==> config.mk <==
export PLATFORM = sky130hd
export DESIGN_NAME = pc_seq
export DESIGN_NICKNAME = d
export VERILOG_FILES = /design/src/rtl/pc_pkg.sv /design/src/rtl/ret_stack.sv /design/src/rtl/pc_seq.sv
export SDC_FILE = /design/constraint.sdc
export NUM_CORES = 1
export LEC_CHECK = 0
export BUFFER_PORTS_ARGS = -buffer_cell sky130_fd_sc_hd__buf_4
export CORE_AREA = 5 5 42 44
export CTS_CLUSTER_SIZE = 8
export DETAILED_ROUTE_END_ITERATION = 7
export DIE_AREA = 0 0 47 49
export GPL_TIMING_DRIVEN = 1
export PLACE_DENSITY = 0.74
export SYNTH_ARGS = -nofsm -noshare
export SYNTH_HDL_FRONTEND = slang
export SYNTH_SLANG_ARGS = --single-unit
==> constraint.sdc <==
create_clock -name clk -period 2.4 [get_ports clk]
set_input_delay 0.48 -clock clk [delete_from_list [all_inputs] [get_ports clk]]
set_output_delay 0.48 -clock clk [all_outputs]
set_load 0.05 [all_outputs]
==> src/rtl/pc_pkg.sv <==
// Shared definitions for the pc_seq program counter.
// Holds the pc_op_t operation encoding and its width.
package pc_pkg;

    localparam int OP_W = 3;

    // Encodings 6 and 7 are unassigned; the sequencer treats them as hold.
    typedef enum logic [OP_W-1:0] {
        OpHold = 3'd0,
        OpIncr = 3'd1,
        OpRel  = 3'd2,
        OpAbs  = 3'd3,
        OpCall = 3'd4,
        OpRet  = 3'd5
    } pc_op_t;

endpackage

==> src/rtl/ret_stack.sv <==
// Return-address LIFO for pc_seq: StackDepth entries of Psize bits.
// Push takes priority over pop; push when full and pop when empty are ignored.
// Synchronous active-high reset clears the pointer only; contents are don't-care.
module ret_stack #(
    parameter int unsigned Psize      = 4,
    parameter int unsigned StackDepth = 4,
    localparam int unsigned DW        = $clog2(StackDepth + 1)
) (
    input  logic             i_clk,
    input  logic             i_rst,
    input  logic             i_push,
    input  logic             i_pop,
    input  logic [Psize-1:0] i_data,
    output logic [Psize-1:0] o_top,
    output logic             o_full,
    output logic             o_empty,
    output logic [DW-1:0]    o_depth
);

    localparam int unsigned   IW      = (StackDepth > 1) ? $clog2(StackDepth) : 1;
    localparam logic [DW-1:0] FullCnt = DW'(StackDepth);

    logic [Psize-1:0] r_mem [StackDepth];
    logic [DW-1:0]    r_ptr;
    logic [IW-1:0]    w_wr_idx;
    logic [IW-1:0]    w_top_idx;
    logic             w_do_push;
    logic             w_do_pop;

    assign o_full    = (r_ptr == FullCnt);
    assign o_empty   = (r_ptr == '0);
    assign o_depth   = r_ptr;
    assign w_do_push = i_push && !o_full;
    assign w_do_pop  = i_pop && !i_push && !o_empty;
    assign w_wr_idx  = IW'(r_ptr);
    // r_ptr points one past the top; the wrapped value at empty is never used.
    assign w_top_idx = IW'(r_ptr - DW'(1));
    assign o_top     = r_mem[w_top_idx];

    // Stack pointer: counts valid entries.
    always_ff @(posedge i_clk) begin
        if (i_rst) begin
            r_ptr <= '0;
        end else if (w_do_push) begin
            r_ptr <= r_ptr + DW'(1);
        end else if (w_do_pop) begin
            r_ptr <= r_ptr - DW'(1);
        end
    end

    // Entry storage, written on push only.
    always_ff @(posedge i_clk) begin
        if (w_do_push) begin
            r_mem[w_wr_idx] <= i_data;
        end
    end

endmodule

==> src/rtl/pc_seq.sv <==
// Program counter sequencer for the affine-transformation core.
// Increment with end-of-program wrap, relative and absolute branches, and
// CALL/RET through a return-address stack when PC_CALL_STACK_EN is defined.
// Without PC_CALL_STACK_EN: CALL acts as ABS, RET as HOLD, stack outputs tie to 0.
module pc_seq
    import pc_pkg::*;
#(
    parameter int unsigned Psize      = 4,
    parameter int unsigned LastAddr   = 2**Psize - 1,
    parameter int unsigned StackDepth = 4,
    localparam int unsigned DW        = $clog2(StackDepth + 1)
) (
    input  logic             clk,
    input  logic             rst,
    input  logic             pc_en,
    input  logic [OP_W-1:0]  pc_op,
    input  logic [Psize-1:0] branch_addr,
    output logic [Psize-1:0] PCout,
    output logic             pc_wrap,
    output logic [DW-1:0]    stk_depth,
    output logic             stk_err
);

    localparam logic [Psize-1:0] LastPc = Psize'(LastAddr);

    logic [Psize-1:0] r_pc;
    logic             r_wrap;
    logic [Psize-1:0] w_pc_d;
    logic             w_wrap_d;
    logic [Psize-1:0] w_pc_inc;

`ifdef PC_CALL_STACK_EN
    logic             r_err;
    logic             w_err_d;
    logic             w_push;
    logic             w_pop;
    logic             w_full;
    logic             w_empty;
    logic [Psize-1:0] w_top;
    logic [DW-1:0]    w_depth;

    ret_stack #(
        .Psize      (Psize),
        .StackDepth (StackDepth)
    ) u_ret_stack (
        .i_clk   (clk),
        .i_rst   (rst),
        .i_push  (w_push),
        .i_pop   (w_pop),
        .i_data  (w_pc_inc),
        .o_top   (w_top),
        .o_full  (w_full),
        .o_empty (w_empty),
        .o_depth (w_depth)
    );

    assign stk_depth = w_depth;
    assign stk_err   = r_err;
`else
    assign stk_depth = '0;
    assign stk_err   = 1'b0;
`endif

    assign w_pc_inc = r_pc + Psize'(1);
    assign PCout    = r_pc;
    assign pc_wrap  = r_wrap;

    // Next-state decode; a stall freezes everything and suppresses the wrap pulse.
    always_comb begin
        w_pc_d   = r_pc;
        w_wrap_d = 1'b0;
`ifdef PC_CALL_STACK_EN
        w_err_d  = r_err;
        w_push   = 1'b0;
        w_pop    = 1'b0;
`endif
        if (pc_en) begin
            case (pc_op)
                OpIncr: begin
                    if (r_pc == LastPc) begin
                        w_pc_d   = '0;
                        w_wrap_d = 1'b1;
                    end else begin
                        // Above LastAddr this is a plain modulo-2**Psize increment.
                        w_pc_d = w_pc_inc;
                    end
                end
                // Two's-complement add gives the signed offset modulo 2**Psize.
                OpRel:  w_pc_d = r_pc + branch_addr;
                OpAbs:  w_pc_d = branch_addr;
`ifdef PC_CALL_STACK_EN
                OpCall: begin
                    if (w_full) begin
                        w_err_d = 1'b1;
                    end else begin
                        w_push = 1'b1;
                        w_pc_d = branch_addr;
                    end
                end
                OpRet: begin
                    if (w_empty) begin
                        w_err_d = 1'b1;
                    end else begin
                        w_pop  = 1'b1;
                        w_pc_d = w_top;
                    end
                end
`else
                OpCall: w_pc_d = branch_addr;
                OpRet:  w_pc_d = r_pc;
`endif
                default: w_pc_d = r_pc;
            endcase
        end
    end

    // PC and wrap-pulse registers.
    always_ff @(posedge clk) begin
        if (rst) begin
            r_pc   <= '0;
            r_wrap <= 1'b0;
        end else begin
            r_pc   <= w_pc_d;
            r_wrap <= w_wrap_d;
        end
    end

`ifdef PC_CALL_STACK_EN
    // Sticky stack error, cleared only by reset.
    always_ff @(posedge clk) begin
        if (rst) begin
            r_err <= 1'b0;
        end else begin
            r_err <= w_err_d;
        end
    end
`endif

endmodule

==> summary.md, run 1 <==
| Metric | Value |
|---|---|
| Global-route wire length before repair | 2710 um |
| Clk buf depth | 2 |
| Die area | 0.00230 sq mm |
| Worst Setup End Kind | register |
| PD cells | between 400 and 500 mW/mm^2 |
| Status | finished clean |
| Layout cells sized above 1 | roughly 25% |
| Site Rows | 14 |
| Post-CTS sizing | 0 |
| Met3 usage | about 1.1% |
| Vias in the first global route | roughly 600 |
| Pre-CTS setup slack | approximately 490 ps |
| NumNets Final | between 100 and 150 |
| Fin worst setup slack | ~570 ps |
| GR Overflow Total | 0 |
| DRC | 0 |
| GRT Total Usage | 16.2% |
| Synth area leader | dfxtp_1 |
| Worst endpoint required time | approximately 2500 ps |
| Cell count after synthesis | 78 |
| Synth top area share | between 10% and 20% |
| Met1 GRT Util | between 20% and 30% |
| Drt wl/cell | between 10 and 15 um |
| Register area | about 100 sq um |
| DRT iter0 DRCs | 12 |
| Starting Density | 44.4% |
| Area grow syn2layout | 15.1% |
| Vias/cell | between 5 and 6 |
| GPL Wtd Cong | 0.781 |
| Die width | around 47 um |
| TNS Setup | 0 ps |
| Clock sink total | 5 |
| Register area share after synthesis | between 15 and 20% |
| Synth top cells by count | 6 x nand2_1, 5 x a21oi_1, 5 x dfxtp_1 |
| Num CTS Buffers | 3 |
| RSZ-0062 raised after global routing | false |
| Endpoints failing setup | 0 |
| Yosys Warn Count | 0 |
| CTS tree | built |
| # diodes | 0 |
| Skew-Pair Late Insertion Delay | about 250 ps |
| H-tree levels | 1 |
| Die H | 49 um |
| Detailed placer's ending HPWL | between 1000 and 1500 um |
| Largest net degree at the start of global routing | 14 |
| Multi-input logic area | around 450 sq um |
| Register clock-pin slew on the reported worst setup and hold paths | approximately 50 ps |
| Critical Path AT | just under 2000 ps |
| Met2 Track Usage GR | around 23% |
| Netlist cell types | 42 |
| Via count | about 640 |
| Max-cap viol count | 0 |
| Crit path time final | around 1800 ps |
| P_leak | 0.324 nW |
| Worst r2r path cells | 8 |
| Number of synthesized flops with an enable pin | 0 |
| Max rail drop VDD | between 0.2 and 0.3 mV |
| 1st-pass router iterations | 4 |
| Syn Area/Cell | around 8.0 sq um |
| Prevailing post-synth register cell | dfxtp_1 |
| Post-CTS setup buffer count | 0 |
| Min-Delay Path Class | in2reg |
| Area contributors post-synth | dfxtp_1 16%, ha_1 8.0%, buf_6 5.4%, buf_4 4.8%, a21oi_1 4.0% |
| Post-CTS Hold Buffers | 0 |
| Setup Skew | 1.82 ps |
| Core area | roughly 0.0014 sq mm |
| Peak Freq | roughly 0.55 GHz |
| Final hold violations | 0 |
| Crit share post-route | 76.2% |
| Root buffer cell | clkbuf_4 |
| Hold depth | 2 |
| Synth Register Bits | 5 |
| DRT Wirelength | roughly 1600 um |
| Worst Path Max Fanout | 7 |
| Fraction of registers with async set or reset after synthesis | 0% |
| CP startpoint kind | register |
| Port buffer count | 14 |
| Filler cells | around 140 |
| Mapped Area | between 600 and 700 sq um |
| IO Pins | 19 |
| Initial antenna violation count | 0 |
| ANT nets after route | 0 |
| Cell with the most instances after synthesis | nand2_1 |
| WS Path Type | reg2reg |
| Final Max Tran Viols | 0 |
| GRT Max-Usage Layer | met2 |
==> cell type report <==
type / count / area share, %
repair buffers: 14 / 14.7
flip-flops and latches: 5 / 14.0
well taps: 16 / 2.80
multi-input cells: 63 / 62.2
inverters: 5 / 2.62
clock buffers: 4 / 3.67
==> per-layer routing <==
metal / routed length [um] / up-vias
li1: - / 302
met1: 658 / 305
met4: 56 / 0
met2: 760 / 29
met5: 0 / -
met3: 81 / 5
==> where the power goes <==
| group | switching, W | internal, W |
|---|---|---|
| logic | 0.0000800 | 0.0000501 |
| registers | 0.00000944 | 0.0000879 |
| clock network | 0.0000418 | 0.0000633 |
==> sequential cells by signal, summed over array words and instances, names as in the netlist <==
register and flops:
PCout 4, pc_wrap 1
==> layout by cell type, fill, tap and decap left out, types with 4 or more instances in the layout <==
cell type,count
buf_4,14
nand2_1,6
dfxtp_1,5
a21oi_1,5
inv_1,4
ha_1,4
conb_1,4
==> critical path, stage by stage, from the launching register on <==
cell,delay [ps]
dfxtp_1,460
ha_1,220
inv_1,60
fa_1,380
xnor2_1,140
o22ai_1,130
o21ai_0,90
a22oi_1,180
nor2_1,60
==> worst paths after layout <==
check	from	to	slack, ps
hold / removal	rst	PCout[0]$_SDFFE_PP0P_	430
hold reg to reg	PCout[1]$_SDFFE_PP0P_	PCout[1]$_SDFFE_PP0P_	560
setup reg to reg	PCout[0]$_SDFFE_PP0P_	PCout[2]$_SDFFE_PP0P_	570
setup / recovery	PCout[0]$_SDFFE_PP0P_	PCout[2]$_SDFFE_PP0P_	570
==> cell families (layout without fill, tap and decap cells) <==
logic type | Yosys count | count (layout) | share of synthesized area [%]
simple gates | 27 | 27 | 25.8
compound gates | 23 | 23 | 26.4
buf+inv | 13 | 23 | 14.1
fa+ha+maj | 5 | 5 | 11.3
flops | 5 | 5 | 16.1
xor+xnor | 3 | 3 | 4.23
other cells | 1 | 4 | 0.603
mux | 1 | 1 | 1.61
==> per-stage QoR <==
stage | utilization [%] | hold slack (ps) | cell area [sq um] | std cells | power, W
global route | 51.1 | 419 | 716 | 107 | 0.000357
floorplan | - | 549 | 633 | 81 | 0.000200
finish | 51.1 | 427 | 716 | 107 | 0.000333
CTS | 51.1 | 421 | 716 | 107 | 0.000334
global placement | 49.2 | 536 | 689 | 103 | 0.000223
detailed placement | 49.2 | 560 | 689 | 103 | 0.000228
Power figures use the tool's default switching activity.
==> inputs of run 2 (changes only) <==
- CORE_AREA: 5 5 42 44 -> 5 5 44 46
- DIE_AREA: 0 0 47 49 -> 0 0 49 51
- PLACE_DENSITY: 0.74 -> 0.7
- clock period: 2.4 -> 1.55 ns (I/O delays scaled with it)
==> run 2 against run 1 <==
  * Critical path type unchanged
  * Clock power is 49% higher
  * Largest cell class unchanged
  * Worst hold slack worse by 180 ps
  * Flip-flop and latch count did not move
  * Cell count rose by 8.4%
  * Core utilization up 6.4 points
  * Routed wire length increased by 5.9%
  * Sequential share of layout area is 0.97 points lower
  * Worst setup slack worse by 590 ps
  * The flow now finishes with violations (setup timing)
  * Combinational power is 85% higher
  * Maximum frequency grew 17%
  * Non-clock buffer count grew 9
  * Die area is 8.5% higher
==> summary.md, run 2 (same netlist as run 1, synthesis figures left out) <==
| Metric | Value |
|---|---|
| Worst Hold Launch | rst |
| Post-CTS Hold Buffers | 0 |
| PD cells | between 600 and 700 mW/mm^2 |
| Clock sink total | 5 |
| DRC | 0 |
| P_leak | roughly 0.37 nW |
| Commonest cells after routing, fill and taps aside | 23 x buf_4, 6 x nand2_1, 4 x conb_1 |
| CP startpoint kind | register |
| Die H | about 51 um |
| Max rail drop VDD | ~0.23 mV |
| IO Pins | 19 |
| Worst endpoint required time | about 1700 ps |
| Largest net degree at the start of global routing | 14 |
| TNS Setup | -15.4 ps |
| Hold EP | PCout[1]$_SDFFE_PP0P_ |
| DRT Wirelength | roughly 1600 um |
| Detailed placer's ending HPWL | ~1200 um |
| Critical Path AT | about 1700 ps |
| Flop-to-flop setup slack | -20 ps |
| Filler cells | 140 |
| WS Path Type | reg2reg |
| Register clock-pin slew on the reported worst setup and hold paths | approximately 50 ps |
| Final hold violations | 0 |
| DRT iter0 DRCs | 23 |
| Die area | around 0.0025 sq mm |
| NumNets Final | ~120 |
| GPL Wtd Cong | just over 0.8 |
| Num CTS Buffers | 3 |
| H-tree levels | 1 |
| Starting Density | roughly 42% |
| GR Overflow Total | 0 |
| Port buffer count | 14 |
| Crit share post-route | 101% |
| Status | finished with violations |
| Site Rows | 14 |
| 1st-pass router iterations | 4 |
| Initial antenna violation count | 0 |
| # diodes | 0 |
| RSZ-0062 raised after global routing | true |
| Fin worst setup slack | -15.4 ps |
| Layout cells sized above 1 | between 40% and 50% |
| Setup Skew | 2.64 ps |
| Worst r2r path cells | 7 |
| Worst r2r dst | PCout[1]$_SDFFE_PP0P_ |
| Endpoints failing setup | 1 |
| Final hold slack | about 250 ps |
| CTS tree | built |
| Hold depth | 2 |
| Crit path time final | between 1500 and 2000 ps |
| Vias in the first global route | 578 |
| Via count | about 640 |
| Final Max Tran Viols | 0 |
| Worst Path Max Fanout | 5 |
| Min-Delay Path Class | in2reg |
| Vias/cell | 5.55 |
| Max reg flops | 4 |
| Max-cap viol count | 0 |
| Global-route wire length before repair | about 2600 um |
| Root buffer cell | clkbuf_4 |
| Worst R2R Start | PCout[0]$_SDFFE_PP0P_ |
| Most common cell after layout, fill and taps aside | buf_4 |
| Skew-Pair Late Insertion Delay | roughly 240 ps |
| GRT Total Usage | around an eighth |
| Failing checks | setup timing |
| Drt wl/cell | ~14 um |
| Worst Setup End Kind | register |
| Core area | about 0.0015 sq mm |
| ANT nets after route | 0 |
| Area grow syn2layout | 36.0% |
| Peak Freq | 0.639 GHz |
| Die width | ~50 um |
| Clk buf depth | 2 |
run 2: stage by stage:
| step | instances | power [W] | instance area, sq um | util, % | setup WS [ps] |
|---|---|---|---|---|---|
| after floorplan | 81 | 0.000314 | 658 | - | -65.6 |
| after global placement | 109 | 0.000364 | 759 | 51.6 | -57.2 |
| after detailed placement | 109 | 0.000368 | 759 | 51.6 | -93.7 |
| after CTS | 113 | 0.000525 | 786 | 53.4 | -33.9 |
| after global routing | 116 | 0.000585 | 846 | 57.5 | -106 |
| final | 116 | 0.000547 | 846 | 57.5 | -15.4 |
run 2: final cells by class:
class	instances	area, sq um	area share (%)
repair buffers	23	173	20.4
well taps	16	20.0	2.37
inverters	5	18.8	2.22
multi-input cells	63	498	58.9
clock buffers	4	26.3	3.11
flip-flops and latches	5	110	13.0
run 2: critical path, stage by stage (launching register included):
cell	delay [ps]
dfxtp_4	370
ha_4	140
inv_2	30
fa_2	520
o22ai_2	70
mux2i_1	150
a21o_1	140
a21oi_2	40
run 2: worst max path at each step:
stage                     startpoint                     to  slack (ps)  cells past startpoint
6_report       PCout[0]$_SDFFE_PP0P_  PCout[1]$_SDFFE_PP0P_         -20                      7
3_3_place_gp          branch_addr[1]  PCout[3]$_SDFFE_PP0P_         -60                      7
4_1_cts        PCout[0]$_SDFFE_PP0P_  PCout[1]$_SDFFE_PP0P_         -30                      7
2_1_floorplan  PCout[0]$_SDFFE_PP0P_  PCout[2]$_SDFFE_PP0P_         -70                      8
3_5_place_dp          branch_addr[0]  PCout[1]$_SDFFE_PP0P_         -90                      8
5_1_grt        PCout[0]$_SDFFE_PP0P_  PCout[2]$_SDFFE_PP0P_        -110                      8
run 2: timing repair:
item / in CTS / in global routing
buffers inserted: 0 / 3
pin swaps: 2 / 5
gates resized for setup: 1 / 6
endpoints found under the hold margin: 0 / 0
setup endpoints to repair: 3 / 3
run 2: report_power, final:
group	switching, W	leakage, nW	total, W	internal [W]
logic	0.000136	0.317	0.000240	0.000105
clock network	0.0000583	0.0150	0.000156	0.0000976
registers	0.0000143	0.0431	0.000151	0.000136
total	0.000208	0.375	0.000547	0.000339
run 2: per-layer routing:
layer	track usage, %	vias up	wire, um
met5	0	-	0
met4	7.62	0	16
met3	2.33	2	70
met2	19.6	21	872
met1	17.7	301	690
li1	-	320	-
==> inputs of run 3 (changes only) <==
- CORE_AREA: 5 5 44 46 -> 5 5 42 44
- DIE_AREA: 0 0 49 51 -> 0 0 47 49
- PLACE_DENSITY: 0.7 -> 0.74
- clock period: 1.55 -> 1.9 ns (I/O delays scaled with it)
==> run 3 against run 2 <==
  * Largest cell class unchanged
  * Register-to-register slack improved by 170 ps
  * Critical path type unchanged
  * Highest routed layer unchanged
  * Die area decreased by 7.8%
  * Via count increased by 0.62%
  * Critical path depth increased by 1
  * Cell count decreased by 7.8%
  * The flow now finishes without violations
  * Cell area decreased by 15%
  * Worst setup slack improved by 170 ps
  * First-iteration DRC count decreased by 43%
==> summary.md, run 3 (same netlist as run 1, synthesis figures left out) <==
| Metric | Value |
|---|---|
| Status | finished clean |
| DRT iter0 DRCs | 13 |
| Vias in the first global route | 558 |
| Most common cell after layout, fill and taps aside | buf_4 |
| Root buffer cell | clkbuf_4 |
| Fin worst setup slack | ~150 ps |
| Register clock-pin slew on the reported worst setup and hold paths | 50 ps |
| Worst Hold Launch | rst |
| Pre-CTS setup slack | between 100 and 150 ps |
| # diodes | 0 |
| Max stage delay on crit path | between 300 and 400 ps |
| Power after layout | ~0.00042 W |
| Critical Path AT | 1940 ps |
| Delay-heaviest family, CP | adder cells |
| Detailed placer's ending HPWL | around 1100 um |
| Post-CTS setup buffer count | 0 |
| Final hold slack | 321 ps |
| DRC | 0 |
| Via count | between 600 and 700 |
| Area grow syn2layout | 15.3% |
| Post-CTS Hold Buffers | 0 |
| Filler cells | approximately 140 |
| CTS tree | built |
| Worst endpoint required time | 2090 ps |
| 1st-pass router iterations | 4 |
| Site Rows | 14 |
| Final hold violations | 0 |
| Global-route wire length before repair | 2340 um |
| DRT Wirelength | 1450 um |
| IO Pins | 19 |
| Hold EP | PCout[0]$_SDFFE_PP0P_ |
| Die width | about 47 um |
| Final Max Tran Viols | 0 |
| Setup Skew | ~2.7 ps |
| Num CTS Buffers | 3 |
| Hold depth | 2 |
| Starting Density | 44.4% |
| Initial antenna violation count | 0 |
| Drt wl/cell | between 10 and 15 um |
| Worst path slowest cell | dfxtp_2 |
| Crit share post-route | 91.9% |
| Core area | between 0.001 and 0.0015 sq mm |
| Port buffer count | 14 |
| Post-CTS sizing | 0 |
| GR Overflow Total | 0 |
| Placed instance area | roughly 700 sq um |
| Skew-Pair Late Insertion Delay | between 200 and 300 ps |
| Largest net degree at the start of global routing | 14 |
| NumNets Final | about 110 |
| Crit path time final | between 1500 and 2000 ps |
| Vias/cell | ~6.1 |
| Max reg flops | 4 |
| Max-cap viol count | 0 |
| PD cells | a little under 600 mW/mm^2 |
| Crit-path cells | ha_1 -> inv_1 -> fa_1 -> xnor2_1 -> o22ai_1 -> o21ai_0 -> a22oi_1 -> nor2_1 |
| ANT nets after route | 0 |
| Max rail drop VDD | approximately 0.3 mV |
| H-tree levels | 1 |
| P_leak | roughly 0.32 nW |
| Worst path bufs/invs | 1 |
| Worst Setup End Kind | register |
| RSZ-0062 raised after global routing | false |
| Die area | 0.00230 sq mm |
| Clock sink total | 5 |
| Commonest cells after routing, fill and taps aside | 14 x buf_4, 6 x nand2_1, 5 x a21oi_1 |
| Die H | 49 um |
| Worst r2r path cells | 8 |
| Flop-to-flop setup slack | 150 ps |
| Layout cells sized above 1 | a little over a quarter |
| Min-Delay Path Class | in2reg |
| Clk buf depth | 2 |
| TNS Setup | 0 ps |
| WS Path Type | reg2reg |
| Worst R2R Start | PCout[0]$_SDFFE_PP0P_ |
| Peak Freq | approximately 0.57 GHz |
| Worst Path Max Fanout | 7 |
| GPL Wtd Cong | approximately 0.8 |
| GRT Total Usage | ~14% |
| CP startpoint kind | register |
| Endpoints failing setup | 0 |
| Worst r2r dst | PCout[2]$_SDFFE_PP0P_ |
| Final instance area | between 700 and 800 sq um |
==> run 3: area by class of cell <==
| class | instances | area (sq um) | share of cell area (%) |
|---|---|---|---|
| multi-input cells | 63 | 445 | 62.1 |
| repair buffers | 14 | 105 | 14.7 |
| flip-flops and latches | 5 | 101 | 14.1 |
| clock buffers | 4 | 26.3 | 3.66 |
| well taps | 16 | 20.0 | 2.79 |
| inverters | 5 | 18.8 | 2.62 |
==> run 3: worst max-delay path by stage <==
stage                               start                    end  slack, ps  cells after the start
floorplan           PCout[1]$_SDFFE_PP0P_  PCout[2]$_SDFFE_PP0P_         30                      7
finish              PCout[0]$_SDFFE_PP0P_  PCout[2]$_SDFFE_PP0P_        150                      8
global route        PCout[0]$_SDFFE_PP0P_  PCout[2]$_SDFFE_PP0P_         40                      8
global placement           branch_addr[0]  PCout[2]$_SDFFE_PP0P_        150                      9
detailed placement         branch_addr[0]  PCout[1]$_SDFFE_PP0P_        120                      8
CTS                 PCout[0]$_SDFFE_PP0P_  PCout[2]$_SDFFE_PP0P_        170                      8
==> run 3: layer usage <==
layer / GRT usage (%) / wire length [um]
met3: 5.90 / 127
met1: 17.6 / 628
met5: 0 / 0
met4: 2.76 / 2
met2: 20.6 / 688
==> run 3: power breakdown <==
group	leakage, nW	switching [W]	internal, W	total [W]
clock	0.0150	0.0000509	0.0000799	0.000131
combinational	0.268	0.0000993	0.0000632	0.000162
sequential	0.0412	0.0000116	0.000111	0.000123
total	0.324	0.000162	0.000254	0.000416
==> run 3: metrics by stage <==
step	std cells	util (%)
after floorplan	81	-
after global placement	103	49.3
after detailed placement	103	49.3
after CTS	107	51.2
after global routing	107	51.2
final	107	51.2
